### src/rtl/alu_csr_pkg.sv
// Shared definitions for the ALU CSR bank: register map, STATUS bit
// positions, default CTRL field positions and the address decoder.
package alu_csr_pkg;

  // Word offsets of the registers; DATA_k lives at REG_DATA0 + k
  localparam int REG_CTRL   = 0;
  localparam int REG_STATUS = 1;
  localparam int REG_RESULT = 2;
  localparam int REG_IRQ_EN = 3;
  localparam int REG_DATA0  = 4;

  // STATUS register bit positions
  localparam int STAT_OUT_EMPTY = 0;
  localparam int STAT_IN_FULL   = 1;
  localparam int STAT_PENDING   = 2;
  localparam int STAT_RES_VALID = 3;
  localparam int STAT_ERR_BUSY  = 4;
  localparam int STAT_ERR_EMPTY = 5;

  // CTRL field positions (ID and opcode positions are parameter defaults)
  localparam int CTRL_START_BIT    = 0;
  localparam int DEF_OPERATION_BIT = 1;
  localparam int DEF_ID_BIT        = 8;

  // IRQ_EN bit positions
  localparam int IRQ_EN_RES = 0;
  localparam int IRQ_EN_ERR = 1;

  // Which register an address selects
  typedef enum logic [2:0] {
    SEL_NONE,
    SEL_CTRL,
    SEL_STATUS,
    SEL_RESULT,
    SEL_IRQ_EN,
    SEL_DATA
  } reg_sel_e;

  // Map a word address onto a register class; unmapped addresses give SEL_NONE
  function automatic reg_sel_e decode_addr(input int a, input int n_ops);
    reg_sel_e sel;
    sel = SEL_NONE;
    if (a == REG_CTRL)        sel = SEL_CTRL;
    else if (a == REG_STATUS) sel = SEL_STATUS;
    else if (a == REG_RESULT) sel = SEL_RESULT;
    else if (a == REG_IRQ_EN) sel = SEL_IRQ_EN;
    else if ((a >= REG_DATA0) && (a < REG_DATA0 + n_ops)) sel = SEL_DATA;
    return sel;
  endfunction

endpackage

### src/rtl/d_ff_async_en.sv
// Storage flop with load enable and asynchronous active-low clear.
module d_ff_async_en #(
  parameter int WIDTH = 1
) (
  input  logic             i_clk,
  input  logic             i_rst_n,
  input  logic             i_en,
  input  logic [WIDTH-1:0] i_d,
  output logic [WIDTH-1:0] o_q
);

  // Load i_d when enabled; clear immediately on reset
  always_ff @(posedge i_clk or negedge i_rst_n) begin
    if (!i_rst_n) begin
      o_q <= '0;
    end else if (i_en) begin
      o_q <= i_d;
    end
  end

endmodule

### src/rtl/alu_csr_bank.sv
// APB-style CSR bank in front of an ALU: collects operands and a command,
// pushes them as one word into FIFO_IN, and pulls results from FIFO_OUT
// into a single-entry RESULT register with status, sticky errors and irq.
module alu_csr_bank
  import alu_csr_pkg::*;
#(
  parameter int APB_BUS_SIZE   = 32,
  parameter int ADDR_W         = 4,
  parameter int DATA_SIZE      = 16,
  parameter int NUM_OPERANDS   = 2,
  parameter int ID_SIZE        = 8,
  parameter int ID_BIT         = DEF_ID_BIT,
  parameter int OPERATION_SIZE = 2,
  parameter int OPERATION_BIT  = DEF_OPERATION_BIT,
  parameter int FIFO_OUT_WIDTH = 25,
  parameter int FIFO_IN_WIDTH  = NUM_OPERANDS*DATA_SIZE+ID_SIZE+OPERATION_SIZE
) (
  input  logic                      clk,
  input  logic                      rst_n,
  input  logic                      wr_en,
  input  logic                      rd_en,
  input  logic [ADDR_W-1:0]         addr,
  input  logic [APB_BUS_SIZE-1:0]   wdata,
  output logic [APB_BUS_SIZE-1:0]   rdata,
  output logic                      fifo_in_push,
  output logic [FIFO_IN_WIDTH-1:0]  fifo_in_data,
  input  logic                      fifo_in_full,
  output logic                      fifo_out_pop,
  input  logic [FIFO_OUT_WIDTH-1:0] fifo_out_data,
  input  logic                      fifo_out_empty,
  output logic                      irq
);

  // Register state
  logic [OPERATION_SIZE-1:0] r_op;
  logic [ID_SIZE-1:0]        r_id;
  logic [DATA_SIZE-1:0]      r_data [NUM_OPERANDS];
  logic [FIFO_OUT_WIDTH-1:0] r_res;
  logic [1:0]                r_irq_en;
  logic                      r_pending;
  logic                      r_res_valid;
  logic                      r_err_busy;
  logic                      r_err_empty;
  logic                      r_irq;

  // Decode and control
  reg_sel_e                  w_sel;
  logic [NUM_OPERANDS-1:0]   w_data_hit;
  logic                      w_wr_ctrl;
  logic                      w_wr_status;
  logic                      w_wr_irq_en;
  logic                      w_wr_data_any;
  logic                      w_ctrl_accept;
  logic                      w_start;
  logic                      w_set_busy;
  logic                      w_push;
  logic                      w_pop;
  logic                      w_rd_result;

  // Next-state values
  logic                      w_pending_d;
  logic                      w_res_valid_d;
  logic                      w_err_busy_d;
  logic                      w_err_empty_d;
  logic                      w_irq_d;

  // Datapath views
  logic [APB_BUS_SIZE-1:0]   w_status;
  logic [APB_BUS_SIZE-1:0]   w_rdata;
  logic [FIFO_IN_WIDTH-1:0]  w_fifo_in_data;
  logic                      w_unused_wdata;

  assign w_sel = decode_addr(int'(addr), NUM_OPERANDS);

  for (genvar k = 0; k < NUM_OPERANDS; k++) begin : g_data_hit
    assign w_data_hit[k] = (w_sel == SEL_DATA) && (int'(addr) == REG_DATA0 + k);
  end

  assign w_wr_ctrl     = wr_en & (w_sel == SEL_CTRL);
  assign w_wr_status   = wr_en & (w_sel == SEL_STATUS);
  assign w_wr_irq_en   = wr_en & (w_sel == SEL_IRQ_EN);
  assign w_wr_data_any = wr_en & (|w_data_hit);
  assign w_rd_result   = rd_en & (w_sel == SEL_RESULT);

  // Command registers are frozen while a command waits, so the FIFO_IN word
  // cannot change between acceptance and the push.
  assign w_ctrl_accept = w_wr_ctrl & ~r_pending;
  assign w_start       = w_ctrl_accept & wdata[CTRL_START_BIT];
  assign w_set_busy    = r_pending & (w_wr_ctrl | w_wr_data_any);

  assign w_push = r_pending & ~fifo_in_full;
  // Gated by rst_n so a non-empty FIFO_OUT cannot pop during reset
  assign w_pop  = rst_n & ~r_res_valid & ~fifo_out_empty;

  // Next-state for the handshake flags, sticky errors and interrupt
  always_comb begin
    w_pending_d   = r_pending;
    w_res_valid_d = r_res_valid;
    if (r_pending) begin
      w_pending_d = fifo_in_full;
    end else if (w_start) begin
      w_pending_d = 1'b1;
    end
    if (w_pop) begin
      w_res_valid_d = 1'b1;
    end else if (w_rd_result) begin
      w_res_valid_d = 1'b0;
    end
    w_err_busy_d  = (r_err_busy & ~(w_wr_status & wdata[STAT_ERR_BUSY])) | w_set_busy;
    w_err_empty_d = (r_err_empty & ~(w_wr_status & wdata[STAT_ERR_EMPTY]))
                    | (w_rd_result & ~r_res_valid);
    w_irq_d = (r_irq_en[IRQ_EN_RES] & r_res_valid)
              | (r_irq_en[IRQ_EN_ERR] & (r_err_busy | r_err_empty));
  end

  d_ff_async_en #(.WIDTH(OPERATION_SIZE)) u_op (
    .i_clk(clk), .i_rst_n(rst_n), .i_en(w_ctrl_accept),
    .i_d(wdata[OPERATION_BIT +: OPERATION_SIZE]), .o_q(r_op)
  );

  d_ff_async_en #(.WIDTH(ID_SIZE)) u_id (
    .i_clk(clk), .i_rst_n(rst_n), .i_en(w_ctrl_accept),
    .i_d(wdata[ID_BIT +: ID_SIZE]), .o_q(r_id)
  );

  for (genvar k = 0; k < NUM_OPERANDS; k++) begin : g_data_reg
    d_ff_async_en #(.WIDTH(DATA_SIZE)) u_data (
      .i_clk(clk), .i_rst_n(rst_n), .i_en(wr_en & w_data_hit[k] & ~r_pending),
      .i_d(wdata[DATA_SIZE-1:0]), .o_q(r_data[k])
    );
  end

  d_ff_async_en #(.WIDTH(FIFO_OUT_WIDTH)) u_res (
    .i_clk(clk), .i_rst_n(rst_n), .i_en(w_pop),
    .i_d(fifo_out_data), .o_q(r_res)
  );

  d_ff_async_en #(.WIDTH(2)) u_irq_en (
    .i_clk(clk), .i_rst_n(rst_n), .i_en(w_wr_irq_en),
    .i_d(wdata[1:0]), .o_q(r_irq_en)
  );

  d_ff_async_en #(.WIDTH(1)) u_pending (
    .i_clk(clk), .i_rst_n(rst_n), .i_en(1'b1),
    .i_d(w_pending_d), .o_q(r_pending)
  );

  d_ff_async_en #(.WIDTH(1)) u_res_valid (
    .i_clk(clk), .i_rst_n(rst_n), .i_en(1'b1),
    .i_d(w_res_valid_d), .o_q(r_res_valid)
  );

  d_ff_async_en #(.WIDTH(1)) u_err_busy (
    .i_clk(clk), .i_rst_n(rst_n), .i_en(1'b1),
    .i_d(w_err_busy_d), .o_q(r_err_busy)
  );

  d_ff_async_en #(.WIDTH(1)) u_err_empty (
    .i_clk(clk), .i_rst_n(rst_n), .i_en(1'b1),
    .i_d(w_err_empty_d), .o_q(r_err_empty)
  );

  d_ff_async_en #(.WIDTH(1)) u_irq (
    .i_clk(clk), .i_rst_n(rst_n), .i_en(1'b1),
    .i_d(w_irq_d), .o_q(r_irq)
  );

  // Assemble the live STATUS word
  always_comb begin
    w_status                 = '0;
    w_status[STAT_OUT_EMPTY] = fifo_out_empty;
    w_status[STAT_IN_FULL]   = fifo_in_full;
    w_status[STAT_PENDING]   = r_pending;
    w_status[STAT_RES_VALID] = r_res_valid;
    w_status[STAT_ERR_BUSY]  = r_err_busy;
    w_status[STAT_ERR_EMPTY] = r_err_empty;
  end

  // Combinational read mux, zero when no read is strobed
  always_comb begin
    w_rdata = '0;
    if (rd_en) begin
      case (w_sel)
        SEL_CTRL: begin
          w_rdata[ID_BIT +: ID_SIZE]               = r_id;
          w_rdata[OPERATION_BIT +: OPERATION_SIZE] = r_op;
          w_rdata[CTRL_START_BIT]                  = r_pending;
        end
        SEL_STATUS: w_rdata = w_status;
        SEL_RESULT: begin
          if (r_res_valid) begin
            w_rdata[FIFO_OUT_WIDTH-1:0] = r_res;
          end
        end
        SEL_IRQ_EN: w_rdata[1:0] = r_irq_en;
        SEL_DATA: begin
          for (int k = 0; k < NUM_OPERANDS; k++) begin
            if (w_data_hit[k]) begin
              w_rdata[DATA_SIZE-1:0] = r_data[k];
            end
          end
        end
        default: w_rdata = '0;
      endcase
    end
  end

  // Pack {DATA_n-1..DATA_0, ID, OP} for FIFO_IN
  always_comb begin
    w_fifo_in_data = '0;
    w_fifo_in_data[OPERATION_SIZE-1:0]        = r_op;
    w_fifo_in_data[OPERATION_SIZE +: ID_SIZE] = r_id;
    for (int k = 0; k < NUM_OPERANDS; k++) begin
      w_fifo_in_data[OPERATION_SIZE + ID_SIZE + k*DATA_SIZE +: DATA_SIZE] = r_data[k];
    end
  end

  // Not every write-data bit maps onto a register field
  assign w_unused_wdata = ^wdata;

  assign rdata        = w_rdata;
  assign fifo_in_data = w_fifo_in_data;
  assign fifo_in_push = w_push;
  assign fifo_out_pop = w_pop;
  assign irq          = r_irq;

endmodule

### config.mk
export PLATFORM = sky130hd
export DESIGN_NAME = alu_csr_bank
export DESIGN_NICKNAME = d
export VERILOG_FILES = /design/src/rtl/alu_csr_pkg.sv /design/src/rtl/d_ff_async_en.sv /design/src/rtl/alu_csr_bank.sv
export SDC_FILE = /design/constraint.sdc
export NUM_CORES = 1
export LEC_CHECK = 0
export CAP_MARGIN = 30
export CORE_AREA = 2 2 78 110
export CTS_BUF_LIST = sky130_fd_sc_hd__clkbuf_16
export CTS_CLUSTER_DIAMETER = 50
export CTS_CLUSTER_SIZE = 24
export DETAILED_ROUTE_END_ITERATION = 8
export DIE_AREA = 0 0 80 112
export PLACE_DENSITY = 0.84
export SETUP_SLACK_MARGIN = 0.3
export SLEW_MARGIN = 20
export SYNTH_ARGS = -nofsm -noshare
export SYNTH_HDL_FRONTEND = slang
export SYNTH_SLANG_ARGS = --single-unit
### constraint.sdc
create_clock -name clk -period 3.8 [get_ports clk]
set_input_delay 0.38 -clock clk [delete_from_list [all_inputs] [get_ports clk]]
set_output_delay 0.38 -clock clk [all_outputs]
set_load 0.02 [all_outputs]
==> results.sh, run 1 <==
export IMPL_port_buffer_count=120
export IMPL_cts_repair_resized=0
export IMPL_synth_area_mm2=0.00367
export IMPL_postSynthAreaPerCell_um2=13.0
export IMPL_min_path_type="in -> async"
export IMPL_hold_viol_final=0
export IMPL_cts_root_to_sink_buffers=2
export IMPL_die_y_um=112
export IMPL_floorplan_rows=39
export IMPL_design_portCount=144
export IMPL_worst_path_class_setup="in -> out"
export IMPL_routed_via_density=5.53
export IMPL_pwr_density_cell_mw_per_mm2=554
export IMPL_outcome="completed"
export IMPL_slew_headroom_pct=62.2
export IMPL_synth_yosys_seq_area_share_pct=50.4
export IMPL_grt_overflow_total=0
export IMPL_grt_first_pass_wirelength_um=15000
export IMPL_crit_path_max_fanout=23
export IMPL_power_static_leakage_nw=2.24
export IMPL_drtPass1Iterations=4
export IMPL_setup_ws_ns=0.677
export IMPL_fp_dieW_um=80
export IMPL_clkLatencyLatePin_ns=0.34
export IMPL_mean_routed_wirelength_per_cell_um=19.0
export IMPL_r2r_setup_slack_ns=2.07
export IMPL_grt_util_all_layers_pct=22.4
export IMPL_drc_errors=0
export IMPL_layout_worst_path_cycle_share_pct=82.2
export IMPL_clkSinkCount=74
export IMPL_total_clock_buffers_created_by_cts=9
export IMPL_ff2ff_path_depth=3
export IMPL_antennaDiodeCount=0
export IMPL_htree_num_levels=3
export IMPL_worst_setup_hold_path_clk_slew_ns=0.06
export IMPL_antenna_left=0
export IMPL_final_sum_of_negative_setup_slack_ns=0
export IMPL_final_max_slew_viol_count=0
export IMPL_most_common_library_cell_in_the_layout_ignoring_fill_and_taps="sky130_fd_sc_hd__clkdlybuf4s50_1"
export IMPL_timing_worst_slew_pin_value_ns=0.567
export IMPL_min_tclk_post_route_ns=3.12
export IMPL_post_route_cells_drive_above_1_share_pct=28.7
export IMPL_gp_congestion=0.825
export IMPL_syn_instance_count=283
export IMPL_irDropWorstVdd_uv=365
export IMPL_synth_cell_types=34
export IMPL_final_setup_viols=0
export IMPL_synth_yosys_warnings=0
export IMPL_grt_antenna_before_repair=0
export IMPL_via_count=2835
export IMPL_post_cts_setup_buffers=0
export IMPL_grt_max_degree=75
export IMPL_finalClockSkew_ns=0.00433
export IMPL_initial_utilization_pct=45.9
export IMPL_start_kind="input port"
export IMPL_pre_cts_slack_ns=0.649
export IMPL_critical_path_data_arrival_time_ns=2.74
export IMPL_core_mm2=0.00800
export IMPL_grt_setup_unrepaired="false"
export IMPL_finish_net_count=474
export IMPL_drt_iter0_drc=128
export IMPL_hpwl_after_detailed_placement_um=6880
export IMPL_end_kind="output port"
export IMPL_cts_tree="built"
export IMPL_area_growth_pct=42.9
export IMPL_max_clock_freq_ghz=0.320
export IMPL_finalWirelength_um=9750
export IMPL_max_cap_violations=0
export IMPL_via_count_of_the_first_global_routing_pass=3002
export IMPL_postCtsHoldBufs=0
export IMPL_cts_root_cell="sky130_fd_sc_hd__clkbuf_16"
export IMPL_cp_data_required_time_ns=3.42
export IMPL_mostFrequentLayoutCells="sky130_fd_sc_hd__clkdlybuf4s50_1, sky130_fd_sc_hd__mux2_2, sky130_fd_sc_hd__dfrtp_1, sky130_fd_sc_hd__a21oi_1"
export IMPL_fp_dieArea_mm2=0.00896
export IMPL_postSynthRegisterBits=74
==> synth_stat cells <==
master / instances / area, µm²
sky130_fd_sc_hd__a21o_1: 1 / 7.51
sky130_fd_sc_hd__a21oi_1: 14 / 70.1
sky130_fd_sc_hd__a22o_1: 1 / 8.76
sky130_fd_sc_hd__a22oi_1: 11 / 82.6
sky130_fd_sc_hd__a32o_1: 1 / 10.0
sky130_fd_sc_hd__a32oi_1: 6 / 52.6
sky130_fd_sc_hd__and2_0: 1 / 6.26
sky130_fd_sc_hd__and3_1: 10 / 62.6
sky130_fd_sc_hd__and3b_1: 5 / 43.8
sky130_fd_sc_hd__and4bb_2: 2 / 25.0
sky130_fd_sc_hd__buf_2: 7 / 35.0
sky130_fd_sc_hd__buf_4: 9 / 67.6
sky130_fd_sc_hd__buf_6: 2 / 22.5
sky130_fd_sc_hd__clkbuf_1: 6 / 22.5
sky130_fd_sc_hd__conb_1: 1 / 3.75
sky130_fd_sc_hd__dfrtp_1: 74 / 1850
sky130_fd_sc_hd__mux2_2: 76 / 856
sky130_fd_sc_hd__mux2_4: 10 / 150
sky130_fd_sc_hd__nand2_1: 7 / 26.3
sky130_fd_sc_hd__nand2_2: 1 / 6.26
sky130_fd_sc_hd__nand2b_1: 1 / 6.26
sky130_fd_sc_hd__nand3_1: 11 / 55.1
sky130_fd_sc_hd__nand3b_1: 1 / 7.51
sky130_fd_sc_hd__nand3b_4: 2 / 40.0
sky130_fd_sc_hd__nand4_1: 2 / 12.5
sky130_fd_sc_hd__nor2_1: 4 / 15.0
sky130_fd_sc_hd__nor2b_1: 4 / 25.0
sky130_fd_sc_hd__nor3_1: 2 / 10.0
sky130_fd_sc_hd__nor3b_1: 2 / 15.0
sky130_fd_sc_hd__nor3b_2: 1 / 12.5
sky130_fd_sc_hd__nor4b_4: 1 / 23.8
sky130_fd_sc_hd__o21ai_0: 5 / 25.0
sky130_fd_sc_hd__o2bb2ai_1: 1 / 8.76
sky130_fd_sc_hd__or3_1: 1 / 6.26
==> final timing paths <==
path                                    start                          end
max in group asynchronous               rst_n                u_res.o_q[14]
worst max-delay path                  addr[2]                    rdata[12]
worst min-delay path                    rst_n  g_data_reg[1].u_data.o_q[0]
min in group clk                u_res.o_q[21]                u_res.o_q[21]
worst max register to register  u_pending.o_q  g_data_reg[0].u_data.o_q[7]
worst min register to register  u_res.o_q[21]                u_res.o_q[21]
==> power by group <==
group	internal (mW)	switching (mW)
clock network	0.494	0.306
logic	0.515	0.371
registers	1.05	0.172
==> cell type report <==
cell class,count,area [µm²]
tap,102,128
sequential,74,1850
timing repair buffer,131,1290
clock buffer,9,225
clock inverter,6,51.3
fill,634,2750
multi-input combinational,191,1700
==> through the flow <==
stage / hold WS (ns) / cells / util [%] / power [mW] / area, µm²
5_1_grt: 0.117 / 513 / 65.6 / 3.06 / 5250
3_5_place_dp: 0.488 / 497 / 61.9 / 2.12 / 4950
6_report: 0.0778 / 513 / 65.6 / 2.91 / 5250
3_3_place_gp: 0.481 / 497 / 61.9 / 2.09 / 4950
4_1_cts: 0.321 / 512 / 65.4 / 2.93 / 5230
2_1_floorplan: 0.0844 / 289 / - / 1.70 / 3700
==> per-layer routing <==
metal  global-route usage [%]  up-vias  routed length, µm
met2                     38.3      116               5080
met5                        0        -                  0
met4                     13.4        0                361
li1                         -     1284                  -
met1                     25.6     1408               3740
met3                     3.81       27                569
==> sequential cells by signal, indices dropped and copies added (netlist names) <==
register	count
g_data.u_data.o_q	32
u_err_busy.o_q	1
u_err_empty.o_q	1
u_id.o_q	8
u_irq.o_q	1
u_irq_en.o_q	2
u_op.o_q	2
u_pending.o_q	1
u_res.o_q	25
u_res_valid.o_q	1
==> critical path, cell delays in order <==
cell	delay, ns
sky130_fd_sc_hd__clkdlybuf4s50_1	0.48
sky130_fd_sc_hd__buf_4	0.28
sky130_fd_sc_hd__and4bb_2	0.54
sky130_fd_sc_hd__a22oi_1	0.22
sky130_fd_sc_hd__a21oi_1	0.19
sky130_fd_sc_hd__clkdlybuf4s50_1	0.64
==> cell families (layout without fill, tap and decap cells) <==
family | count (synthesis) | count (layout) | share of synthesized area [%]
buf+inv | 24 | 146 | 4.02
flops | 74 | 74 | 50.4
mux | 86 | 86 | 27.4
simple gates | 58 | 58 | 10.9
other cells | 1 | 7 | 0.102
compound gates | 40 | 40 | 7.22
Note: power is estimated with default switching activity, not from simulation.
==> inputs of run 2 (changes only) <==
Settings changed: CORE_AREA 2 2 78 110 to 2 2 81 114, DIE_AREA 0 0 80 112 to 0 0 83 116, PLACE_DENSITY 0.84 to 0.79.
Clock period 3.8 ns to 3.3 ns, I/O delays scaled along.
==> results.sh, run 2 (synthesis gave the netlist of run 1 again) <==
export IMPL_critical_path_cell_chain="clkdlybuf4s50_1 > buf_4 > mux2_2 > a22oi_1 > a21oi_1 > clkdlybuf4s50_1"
export IMPL_htree_num_levels=3
export IMPL_start_kind="input port"
export IMPL_antenna_left=0
export IMPL_grt_first_pass_wirelength_um=15700
export IMPL_drt_iter0_drc=86
export IMPL_cp_data_required_time_ns=2.97
export IMPL_crit_path_max_fanout=19
export IMPL_layout_top_registers="g_data.u_data.o_q (32), u_res.o_q (25), u_id.o_q (8)"
export IMPL_top_register="g_data.u_data.o_q"
export IMPL_cts_tree="built"
export IMPL_max_cap_violations=0
export IMPL_grt_antenna_before_repair=0
export IMPL_grt_util_all_layers_pct=21.1
export IMPL_clkSinkCount=74
export IMPL_post_route_cells_drive_above_1_share_pct=30.2
export IMPL_end_kind="output port"
export IMPL_max_clock_freq_ghz=0.343
export IMPL_critical_path_max_stage_delay_ns=0.60
export IMPL_cts_root_to_sink_buffers=2
export IMPL_power_static_leakage_nw=2.26
export IMPL_postCtsHoldBufs=0
export IMPL_worst_path_class_setup="in -> out"
export IMPL_outcome="completed"
export IMPL_cp_num_buf_inv=3
export IMPL_power_internal_mw=2.47
export IMPL_setup_ws_ns=0.384
export IMPL_hold_viol_final=0
export IMPL_fp_dieW_um=83
export IMPL_power_combinational_fraction_pct=29.6
export IMPL_design_portCount=144
export IMPL_critical_path_top_delay_family="buffers and inverters"
export IMPL_post_route_util_pct=62.1
export IMPL_most_common_library_cell_in_the_layout_ignoring_fill_and_taps="sky130_fd_sc_hd__clkdlybuf4s50_1"
export IMPL_cts_root_cell="sky130_fd_sc_hd__clkbuf_16"
export IMPL_finalClockSkew_ns=0.00376
export IMPL_final_sum_of_negative_setup_slack_ns=0
export IMPL_hpwl_after_detailed_placement_um=7050
export IMPL_critical_path_depth=6
export IMPL_grt_overflow_total=0
export IMPL_via_count_of_the_first_global_routing_pass=3061
export IMPL_drc_errors=0
export IMPL_critical_path_data_arrival_time_ns=2.59
export IMPL_critical_path_slowest_cell="sky130_fd_sc_hd__clkdlybuf4s50_1"
export IMPL_pre_cts_slack_ns=0.452
export IMPL_flip_flop_count_of_the_largest_register_all_copies_and_words_added=32
export IMPL_worst_setup_hold_path_clk_slew_ns=0.06
export IMPL_dpl_cell_area_mm2=0.00497
export IMPL_grt_setup_unrepaired="false"
export IMPL_finalWirelength_um=9900
export IMPL_post_layout_total_power_mw=3.48
export IMPL_routed_via_density=5.42
export IMPL_initial_utilization_pct=42.9
export IMPL_final_setup_viols=0
export IMPL_drtPass1Iterations=4
export IMPL_total_clock_buffers_created_by_cts=9
export IMPL_grt_max_degree=75
export IMPL_mostFrequentLayoutCells="sky130_fd_sc_hd__clkdlybuf4s50_1, sky130_fd_sc_hd__mux2_2, sky130_fd_sc_hd__dfrtp_1, sky130_fd_sc_hd__a21oi_1, sky130_fd_sc_hd__buf_4"
export IMPL_power_switching_mw=1.01
export IMPL_fp_dieArea_mm2=0.00963
export IMPL_area_growth_pct=44.7
export IMPL_final_max_slew_viol_count=0
export IMPL_gp_congestion=0.848
export IMPL_switching_share_pct=29.1
export IMPL_min_tclk_post_route_ns=2.92
export IMPL_finish_instance_area_mm2=0.00532
export IMPL_pwr_density_cell_mw_per_mm2=654
export IMPL_port_buffer_count=120
export IMPL_clkLatencyLatePin_ns=0.34
export IMPL_min_path_type="in -> async"
export IMPL_irDropWorstVdd_uv=475
export IMPL_floorplan_rows=40
export IMPL_mean_routed_wirelength_per_cell_um=19.1
export IMPL_share_seq_of_total_power_pct=40.6
export IMPL_cp_common_cell="sky130_fd_sc_hd__clkdlybuf4s50_1"
export IMPL_clockPowerShare_pct=29.8
export IMPL_layout_worst_path_cycle_share_pct=88.4
export IMPL_finish_net_count=476
export IMPL_antennaDiodeCount=0
export IMPL_ff2ff_path_depth=3
export IMPL_core_mm2=0.00856
export IMPL_die_y_um=116
export IMPL_via_count=2813
-- run 2: routing by layer --
| layer | global-route usage [%] | part of all wire [%] | wire length, µm | vias to the layer above |
|---|---|---|---|---|
| li1 | - | - | - | 1293 |
| met1 | 23.9 | 39 | 3870 | 1400 |
| met2 | 38.3 | 54 | 5320 | 106 |
| met3 | 4.27 | 5.7 | 562 | 14 |
| met4 | 10.3 | 1.5 | 151 | 0 |
| met5 | 0 | 0 | 0 | - |
-- run 2: power groups by stage --
| stage | logic [mW] | clock network, mW | registers (mW) |
|---|---|---|---|
| global route | 1.10 | 1.09 | 1.45 |
| global placement | 1.01 | 0 | 1.41 |
| detailed placement | 1.03 | 0 | 1.42 |
| floorplan | 0.444 | 0 | 1.52 |
| CTS | 1.04 | 1.06 | 1.41 |
| finish | 1.03 | 1.04 | 1.41 |
-- run 2: metrics by stage --
step                hold slack (ns)  instances
floorplan                    0.0344        289
global placement              0.481        502
detailed placement            0.490        502
CTS                           0.271        518
global route                 0.0806        519
finish                       0.0332        519
-- run 2: final timing paths --
| check | start | endpoint | slack [ns] |
|---|---|---|---|
| setup / recovery | addr[0] | rdata[2] | 0.38 |
| hold / removal | rst_n | g_data_reg[1].u_data.o_q[1] | 0.03 |
| setup reg to reg | u_pending.o_q | g_data_reg[0].u_data.o_q[11] | 1.56 |
| hold reg to reg | u_res.o_q[24] | u_res.o_q[24] | 0.50 |
| max in group asynchronous | rst_n | g_data_reg[0].u_data.o_q[6] | 2.69 |
| min in group clk | u_res.o_q[24] | u_res.o_q[24] | 0.50 |
-- run 2: worst register-to-register path: stages, from the launching register on --
cell and delay, ns:
sky130_fd_sc_hd__dfrtp_1 0.47, sky130_fd_sc_hd__nor4b_4 0.38, sky130_fd_sc_hd__nand3b_4 0.36, sky130_fd_sc_hd__mux2_4 0.41
-- run 2: area by class of cell --
cell class,count,area [µm²]
fill,680,3240
sequential,74,1850
multi-input combinational,191,1710
timing repair buffer,133,1310
clock buffer,9,225
tap,105,131
clock inverter,7,92.6
-- run 2: what timing repair did --
item	4_1_cts	5_1_grt
setup endpoints to repair	0	1
buffers inserted	0	0
resized for setup	0	1
hold endpoints to repair	0	0
